<file path="config.mk">
export PLATFORM = sky130hd
export DESIGN_NAME = crc16_serial_flat
export DESIGN_NICKNAME = d
export VERILOG_FILES = /design/src/rtl/crc16_serial_if.sv /design/src/rtl/crc16_serial.sv /design/src/flat_wrapper.sv
export SDC_FILE = /design/constraint.sdc
export NUM_CORES = 1
export LEC_CHECK = 0
export CAP_MARGIN = 20
export CORE_AREA = 2 2 39 41
export CTS_CLUSTER_SIZE = 28
export DETAILED_ROUTE_END_ITERATION = 8
export DIE_AREA = 0 0 41 43
export DONT_BUFFER_PORTS = 1
export HOLD_SLACK_MARGIN = 0.05
export PLACE_DENSITY = 0.44
export RECOVER_POWER = 100
export SLEW_MARGIN = 20
export SYNTH_ARGS = -nofsm -noshare
export SYNTH_HDL_FRONTEND = slang
export SYNTH_HIERARCHICAL = 1
export SYNTH_SLANG_ARGS = --single-unit
</file>
<file path="constraint.sdc">
create_clock -name iclk -period 1.1 [get_ports iclk]
set_input_delay 0.275 -clock iclk [delete_from_list [all_inputs] [get_ports iclk]]
set_output_delay 0.275 -clock iclk [all_outputs]
set_load 0.005 [all_outputs]
</file>
<file path="src/rtl/crc16_serial_if.sv">
// Serial data-line bundle between the SD DAT-line driver and one CRC-16 unit.
// The driver is the master: it supplies the data bit and the unload select, and it consumes the CRC bit.
interface crc16_serial_if;
  logic idata;
  logic iunload;
  logic ocrc;

  modport master (
    output idata,
    output iunload,
    input  ocrc
  );

  modport slave (
    input  idata,
    input  iunload,
    output ocrc
  );
endinterface

</file>
<file path="src/rtl/crc16_serial.sv">
// Bit-serial CRC-16-CCITT (x^16+x^12+x^5+1) generator/checker for one SD DAT line.
// Optional macro CRC16_ASSERT_EN adds simulation-only input checks; it changes no logic and no ports.

`ifdef CRC16_ASSERT_EN
module crc16_serial_checker (
  input logic iclk,
  input logic irst,
  input logic idata,
  input logic iunload
);
  int unload_run;

  // Flag unknown inputs and unload runs longer than the 16-bit CRC
  always @(posedge iclk or posedge irst) begin
    if (irst) begin
      unload_run <= 0;
    end else begin
      if ($isunknown(idata) || $isunknown(iunload)) begin
        $error("crc16_serial: idata/iunload unknown at clock edge");
      end else begin
        unload_run <= unload_run;
      end
      if (iunload === 1'b1) begin
        unload_run <= unload_run + 1;
        if (unload_run + 1 > 16) begin
          $warning("crc16_serial: iunload high for more than 16 consecutive edges");
        end else begin
          unload_run <= unload_run + 1;
        end
      end else begin
        unload_run <= 0;
      end
    end
  end
endmodule
`endif

module crc16_serial #(
  parameter logic [15:0] POLY = 16'h1021,
  parameter logic [15:0] INIT = 16'h0000
) (
  input logic          iclk,
  input logic          irst,
  crc16_serial_if.slave bus
);

  // Unload mode shifts with zero fill and no feedback, so idata is ignored there.
  function automatic logic [15:0] crc_step(
    input logic [15:0] crc,
    input logic        bit_in,
    input logic        unload
  );
    logic        fb;
    logic [15:0] shifted;
    shifted = {crc[14:0], 1'b0};
    fb      = bit_in ^ crc[15];
    if (unload) begin
      crc_step = shifted;
    end else if (fb) begin
      crc_step = shifted ^ POLY;
    end else begin
      crc_step = shifted;
    end
  endfunction

  logic [15:0] crc_r;
  logic [15:0] crc_next_s;

  // Next-state selection between accumulate and unload
  always_comb begin
    crc_next_s = crc_step(crc_r, bus.idata, bus.iunload);
  end

  // CRC register; the parent pulses irst between blocks to restart from INIT
  always_ff @(posedge iclk or posedge irst) begin
    if (irst) begin
      crc_r <= INIT;
    end else begin
      crc_r <= crc_next_s;
    end
  end

  assign bus.ocrc = crc_r[15];

`ifdef CRC16_ASSERT_EN
  crc16_serial_checker u_checker (
    .iclk    (iclk),
    .irst    (irst),
    .idata   (bus.idata),
    .iunload (bus.iunload)
  );
`endif

endmodule

</file>
<file path="src/flat_wrapper.sv">
// flat-port wrapper written by rule: the top's interface ports become plain ports
module crc16_serial_flat 
#(
  parameter logic [15:0] POLY = 16'h1021,
  parameter logic [15:0] INIT = 16'h0000
)
  (iclk, irst, bus_idata, bus_iunload, bus_ocrc);
  crc16_serial_if bus_i ();
  input logic iclk;
  input logic irst;
  input wire logic [$bits(bus_i.idata)-1:0] bus_idata;
  input wire logic [$bits(bus_i.iunload)-1:0] bus_iunload;
  output wire logic [$bits(bus_i.ocrc)-1:0] bus_ocrc;
  assign bus_i.idata = bus_idata;
  assign bus_i.iunload = bus_iunload;
  assign bus_ocrc = bus_i.ocrc;
  crc16_serial #(.POLY(POLY), .INIT(INIT)) u_core (.iclk(iclk), .irst(irst), .bus(bus_i));
endmodule
</file>
==> results of run 1 <==
==> metrics by stage <==
stage / power (W) / hold slack [ns]
2_1_floorplan: 0.0009752 / 0.1887
3_3_place_gp: 0.001017 / 0.2228
3_5_place_dp: 0.001017 / 0.2484
4_1_cts: 0.001402 / 0.07002
5_1_grt: 0.001462 / 0.05992
6_report: 0.001372 / 0.07946
==> worst max-delay path by stage <==
stage          slack (ns)              from  cells past startpoint          endpoint
2_1_floorplan        0.21  u_core/crc_r[15]                      3  u_core/crc_r[12]
3_3_place_gp         0.14  u_core/crc_r[15]                      3  u_core/crc_r[12]
5_1_grt              0.05  u_core/crc_r[15]                      3  u_core/crc_r[12]
3_5_place_dp         0.14  u_core/crc_r[15]                      3   u_core/crc_r[5]
4_1_cts              0.12  u_core/crc_r[15]                      3  u_core/crc_r[12]
6_report             0.14  u_core/crc_r[15]                      3   u_core/crc_r[5]
==> power by group through the flow <==
stage	clock [W]	combinational [W]	sequential, W
detailed placement	0	0.0000831	0.000933
global placement	0	0.0000830	0.000934
CTS	0.000382	0.0000873	0.000933
global route	0.000407	0.0000989	0.000956
finish	0.000366	0.0000834	0.000923
floorplan	0	0.0000699	0.000905
==> cell usage after synthesis (all sizes together) <==
cell type / number / area share
dfrtp: 16 / 0.92
xor2: 2 / 0.040
inv: 1 / 0.0086
nor2: 1 / 0.014
xnor2: 1 / 0.020
==> worst max-delay path: cells and delay by family (launching register included) <==
family | cells | cell delay (ns)
flops | 1 | 0.41
simple gates | 1 | 0.17
xor+xnor | 2 | 0.31
==> cell families (layout without fill, tap and decap cells) <==
| logic type | count (synthesis) | count (layout) |
|---|---|---|
| xor gates and xnor gates | 3 | 3 |
| buffers and inverters | 1 | 6 |
| DFF | 16 | 16 |
| and+or+nand+nor | 1 | 1 |
==> metal layers <==
layer  wire (um)  vias to the layer above  track usage
met4           0                        0      0.02000
met1         232                       86       0.1000
met5           0                        -            0
li1            -                       71            -
met2         189                        9      0.07500
met3          46                        0      0.07853
==> cell usage in the layout (no fill, tap or decap), drive strengths merged <==
cell,count
clkbuf,4
xor2,2
xnor2,1
inv,1
dfrtp,16
dlygate4sd3,1
nor2,1
==> area by class of cell <==
type / count / share of cell area
Sequential cell: 16 / 0.7960
Clock buffer: 4 / 0.07214
Tap cell: 16 / 0.03980
Multi-Input combinational cell: 4 / 0.06468
Inverter: 1 / 0.007463
Timing Repair Buffer: 1 / 0.01990
==> impl_metrics.yaml, run 1 <==
finish:
  drive_gt1_frac: 0.1923
  largest_reg_flops: 16
  register_area_um2: 400.4
  syn2layout_area_growth_pct: 15.19
  multi_input_area_um2: 32.53
  post-route-util: 0.3635
  fillers: 126
  final_area_um2: 503.0
  regMostFlops: "u_core/crc_r"
  fin_nets: 31
  n_antenna_cell: 0
  final_cell_count_no_fill: 42
  reg.largest.list: "u_core/crc_r x16"
power_and_ir_drop:
  comb_power_share: 0.061
  p_int_w: 0.001078
  power_frac_clock: 0.267
  p_sw_w: 0.0002945
  ir_worst_vdd_mv: 0.9663
  power.share.sequential: 0.673
  power.density_cell_area_mw_per_mm2: 2728
  p_sw_frac: 0.2146
  static-leakage-power_nw: 0.2449
logic_synthesis:
  synth_top_family_by_area: "XOR/XNOR gates"
  ys_seq_elements: 16
  ys.warnings.count: 6
  synth_nets: 25
  synth-compound-area-share: 0
  yosys.area_share.simple: 0.01433
  syn-cell-area_um2: 436.7
  synthAdderAreaFrac: 0
  synthDistinctLibCells: 5
  synth_mux_area_frac: 0
  yosysSeqAreaShare: 0.9169
  synthCells: 21
  synth-xor-area-share: 0.06017
  synth.avg_cell_area_um2: 20.79
setup_path:
  slowest_delay_ns: 0.41
  cp.arrival_ns: 1.16
  r2r_end: "u_core/crc_r[5]"
  crit_chain: "xnor2_1 -> nor2_2 -> xor2_1"
  r2r_cells: 3
  path_max_fanout: 3
  crit_slowest_cell: "dfrtp_1"
  path_class: "register to register"
  r2r_setup_slack_ns: 0.14
  critical_path_required_ns: 1.30
  endpoint_kind: "register"
  reg2reg_from: "u_core/crc_r[15]"
  crit_path_start_kind: "register"
floorplan:
  io_pins: 5
  fp.dieArea_mm2: 0.001763
  dieHeight_um: 43
  rows: 14
  start_util: 0.3156
  die-width_um: 41
  core_mm2: 0.001384
clock_network:
  clockRootBuffer: "clkbuf_4"
  clock_path_buffers: 2
  clkLatencyLatePin_ns: 0.27
  ctsResizeCount: 0
  cts_setup_buffers: 0
  cts_buffers: 3
  cts.sinks: 16
  htree_num_levels: 1
  ctsHoldBuffers: 1
  cts_tree: "built"
  clk_pin_slew_worst_paths_ns: 0.09
place:
  dp_slack_ns: 0.1437
  placed_area_um2: 456.7
  gp_congestion: 0.6578
  port-buffer-count: 0
  dp_cells: 37
  dp_hpwl_um: 296.7
drt:
  routed_wirelength_um: 468
  vias_per_cell: 3.952
  first_pass_iters: 4
  routedWlPerCell_um: 11.14
  drtIter0Drc: 2
  vias: 166
  drc_errors: 0
  drtAntennaViolNets: 0
sta:
  period_needed_ns: 0.9613
  hold_viol: 0
  setup_viol: 0
  finalSetupTns_ns: 0
  rsz0062_at_grt: "no"
  clock_skew_ns: 0.002776
  setup_ws_ns: 0.1387
  slew_headroom: 0.6327
  worstMarginPinSlew_ns: 0.5503
  fmax_mhz: 1040
  period_share: 0.8739
  drv_slew: 0
status:
  status: "completed"
hold_path:
  holdCritPathClass: "primary input to register"
  hold_start: "bus_iunload"
  min_path_cells: 1
  whs_endpoint: "u_core/crc_r[0]"
global_route:
  grt_max_degree: 17
  grt_overflow: 0
  grt_pass1_wl_um: 786
  grt_pass1_vias: 176
  antenna_found_initial: 0
  grtUsageTotal: 0.07282
run:
  maxCapViolCount: 0
(Power assumes the default switching activity.)
==> run 2, diff against run 1 <==
--- a/config.mk
+++ b/config.mk
@@ -5,7 +5,7 @@
 export SDC_FILE = /design/constraint.sdc
 export NUM_CORES = 1
 export LEC_CHECK = 0
-export CAP_MARGIN = 20
+export CAP_MARGIN = 5
 export CORE_AREA = 2 2 39 41
 export CTS_CLUSTER_SIZE = 28
 export DETAILED_ROUTE_END_ITERATION = 8
==> constraint.sdc (replaced) <==
create_clock -name iclk -period 1.21 [get_ports iclk]
set_input_delay 0.3025 -clock iclk [delete_from_list [all_inputs] [get_ports iclk]]
set_output_delay 0.3025 -clock iclk [all_outputs]
set_load 0.005 [all_outputs]
==> run 2 against run 1 <==
Effect of this change:
- critical path depth fell by 3
- combinational power fell by 7.4%
- highest routed layer unchanged
- die area did not move
- sequential share of layout area did not move
- critical endpoint is now bus_ocrc
- utilization did not move
==> impl_metrics.yaml, run 2 (synthesis gave the netlist of run 1 again) <==
status:
  status: "completed"
drt:
  vias_per_cell: 3.738
  drtIter0Drc: 0
  routed_wirelength_um: 517
  drc_errors: 0
  drtAntennaViolNets: 0
  first_pass_iters: 1
  routedWlPerCell_um: 12.31
  vias: 157
setup_path:
  endpoint_kind: "primary output"
  critical_path_required_ns: 0.91
  path_class: "register to primary output"
  crit_path_start_kind: "register"
  path_max_fanout: 2
  cp.arrival_ns: 0.68
finish:
  final_common_cell: "dfrtp_1"
  multi_input_area_um2: 32.53
  reg.largest.list: "u_core/crc_r x16"
  regMostFlops: "u_core/crc_r"
  register_area_um2: 400.4
  n_antenna_cell: 0
  final_cell_mix: "dfrtp_1 (16), clkbuf_4 (3), xor2_1 (2)"
  fin_nets: 31
  largest_reg_flops: 16
  drive_gt1_frac: 0.1923
  syn2layout_area_growth_pct: 15.19
  fillers: 128
sta:
  period_needed_ns: 0.9839
  clock_skew_ns: 0.001039
  setup_viol: 0
  rsz0062_at_grt: "no"
  finalSetupTns_ns: 0
  slew_headroom: 0.6187
  worstMarginPinSlew_ns: 0.5713
  hold_viol: 0
  drv_slew: 0
  fmax_mhz: 1016
  period_share: 0.8131
power_and_ir_drop:
  power.density_cell_area_mw_per_mm2: 2489
  power_w: 0.001252
  static-leakage-power_nw: 0.2449
  ir_worst_vdd_mv: 0.8866
clock_network:
  clock_path_buffers: 2
  cts_tree: "built"
  clk_pin_slew_worst_paths_ns: 0.08
  htree_num_levels: 1
  cts.sinks: 16
  clkLatencyLatePin_ns: 0.27
  ctsResizeCount: 0
  clockRootBuffer: "clkbuf_4"
  cts_buffers: 3
floorplan:
  start_util: 0.3156
  io_pins: 5
  fp.dieArea_mm2: 0.001763
  die-width_um: 41
  dieHeight_um: 43
  rows: 14
  core_mm2: 0.001384
hold_path:
  holdCritPathClass: "primary input to register"
global_route:
  grt_pass1_vias: 187
  grt_max_degree: 17
  grt_pass1_wl_um: 800
  grt_overflow: 0
  grtUsageTotal: 0.08033
  antenna_found_initial: 0
place:
  gp_congestion: 0.6594
  dp_hpwl_um: 330.9
  port-buffer-count: 0
run:
  maxCapViolCount: 0
-- run 2: cell counts in the layout (fill, tap and decap cells not counted) --
Identical to the previous run, type by type.
-- run 2: metrics by stage --
step	setup WS (ns)	instances	area (um^2)	utilization	hold slack, ns
5_1_grt	0.1511	42	503.0	0.3635	0.08511
4_1_cts	0.2093	42	503.0	0.3635	0.09224
2_1_floorplan	0.3222	21	436.7	-	0.2162
3_3_place_gp	0.2499	37	456.7	0.3300	0.2557
6_report	0.2261	42	503.0	0.3635	0.1029
3_5_place_dp	0.2421	37	456.7	0.3300	0.2811
-- run 2: metal layers --
metal / wire length (um) / GRT usage / share of wire / vias to the layer above
met5: 0 / 0 / 0 / -
met4: 0 / 0.08000 / 0 / 0
met3: 36 / 0.04712 / 0.070 / 0
met2: 215 / 0.08750 / 0.42 / 5
met1: 265 / 0.1014 / 0.51 / 81
li1: - / - / - / 71
-- run 2: power breakdown --
part | switching (W) | internal [W]
combinational | 0.0000422 | 0.0000350
sequential | 0.0000806 | 0.000762
clock | 0.000149 | 0.000183
total | 0.000272 | 0.000980
-- run 2: final cells by class --
| type | count | share of cell area |
|---|---|---|
| clock buffer | 4 | 0.07214 |
| inverter | 1 | 0.007463 |
| multi-input combinational | 4 | 0.06468 |
| sequential | 16 | 0.7960 |
| tap | 16 | 0.03980 |
| timing repair buffer | 1 | 0.01990 |
-- run 2: timing repair --
item / in CTS / in global routing
setup buffers: 0 / 0
endpoints found under the hold margin: 16 / 0
hold buffers: 1 / 0
-- run 2: worst paths after layout --
| check | start | endpoint | slack, ns | depth (start not counted) |
|---|---|---|---|---|
| max | u_core/crc_r[15] | bus_ocrc | 0.23 | 0 |
| min in group asynchronous | irst | u_core/crc_r[11] | 0.52 | 2 |
| max reg2reg | u_core/crc_r[15] | u_core/crc_r[5] | 0.25 | 3 |
| min | bus_iunload | u_core/crc_r[0] | 0.10 | 1 |
| max in group asynchronous | irst | u_core/crc_r[8] | 0.32 | 2 |
| min reg2reg | u_core/crc_r[9] | u_core/crc_r[10] | 0.35 | 0 |
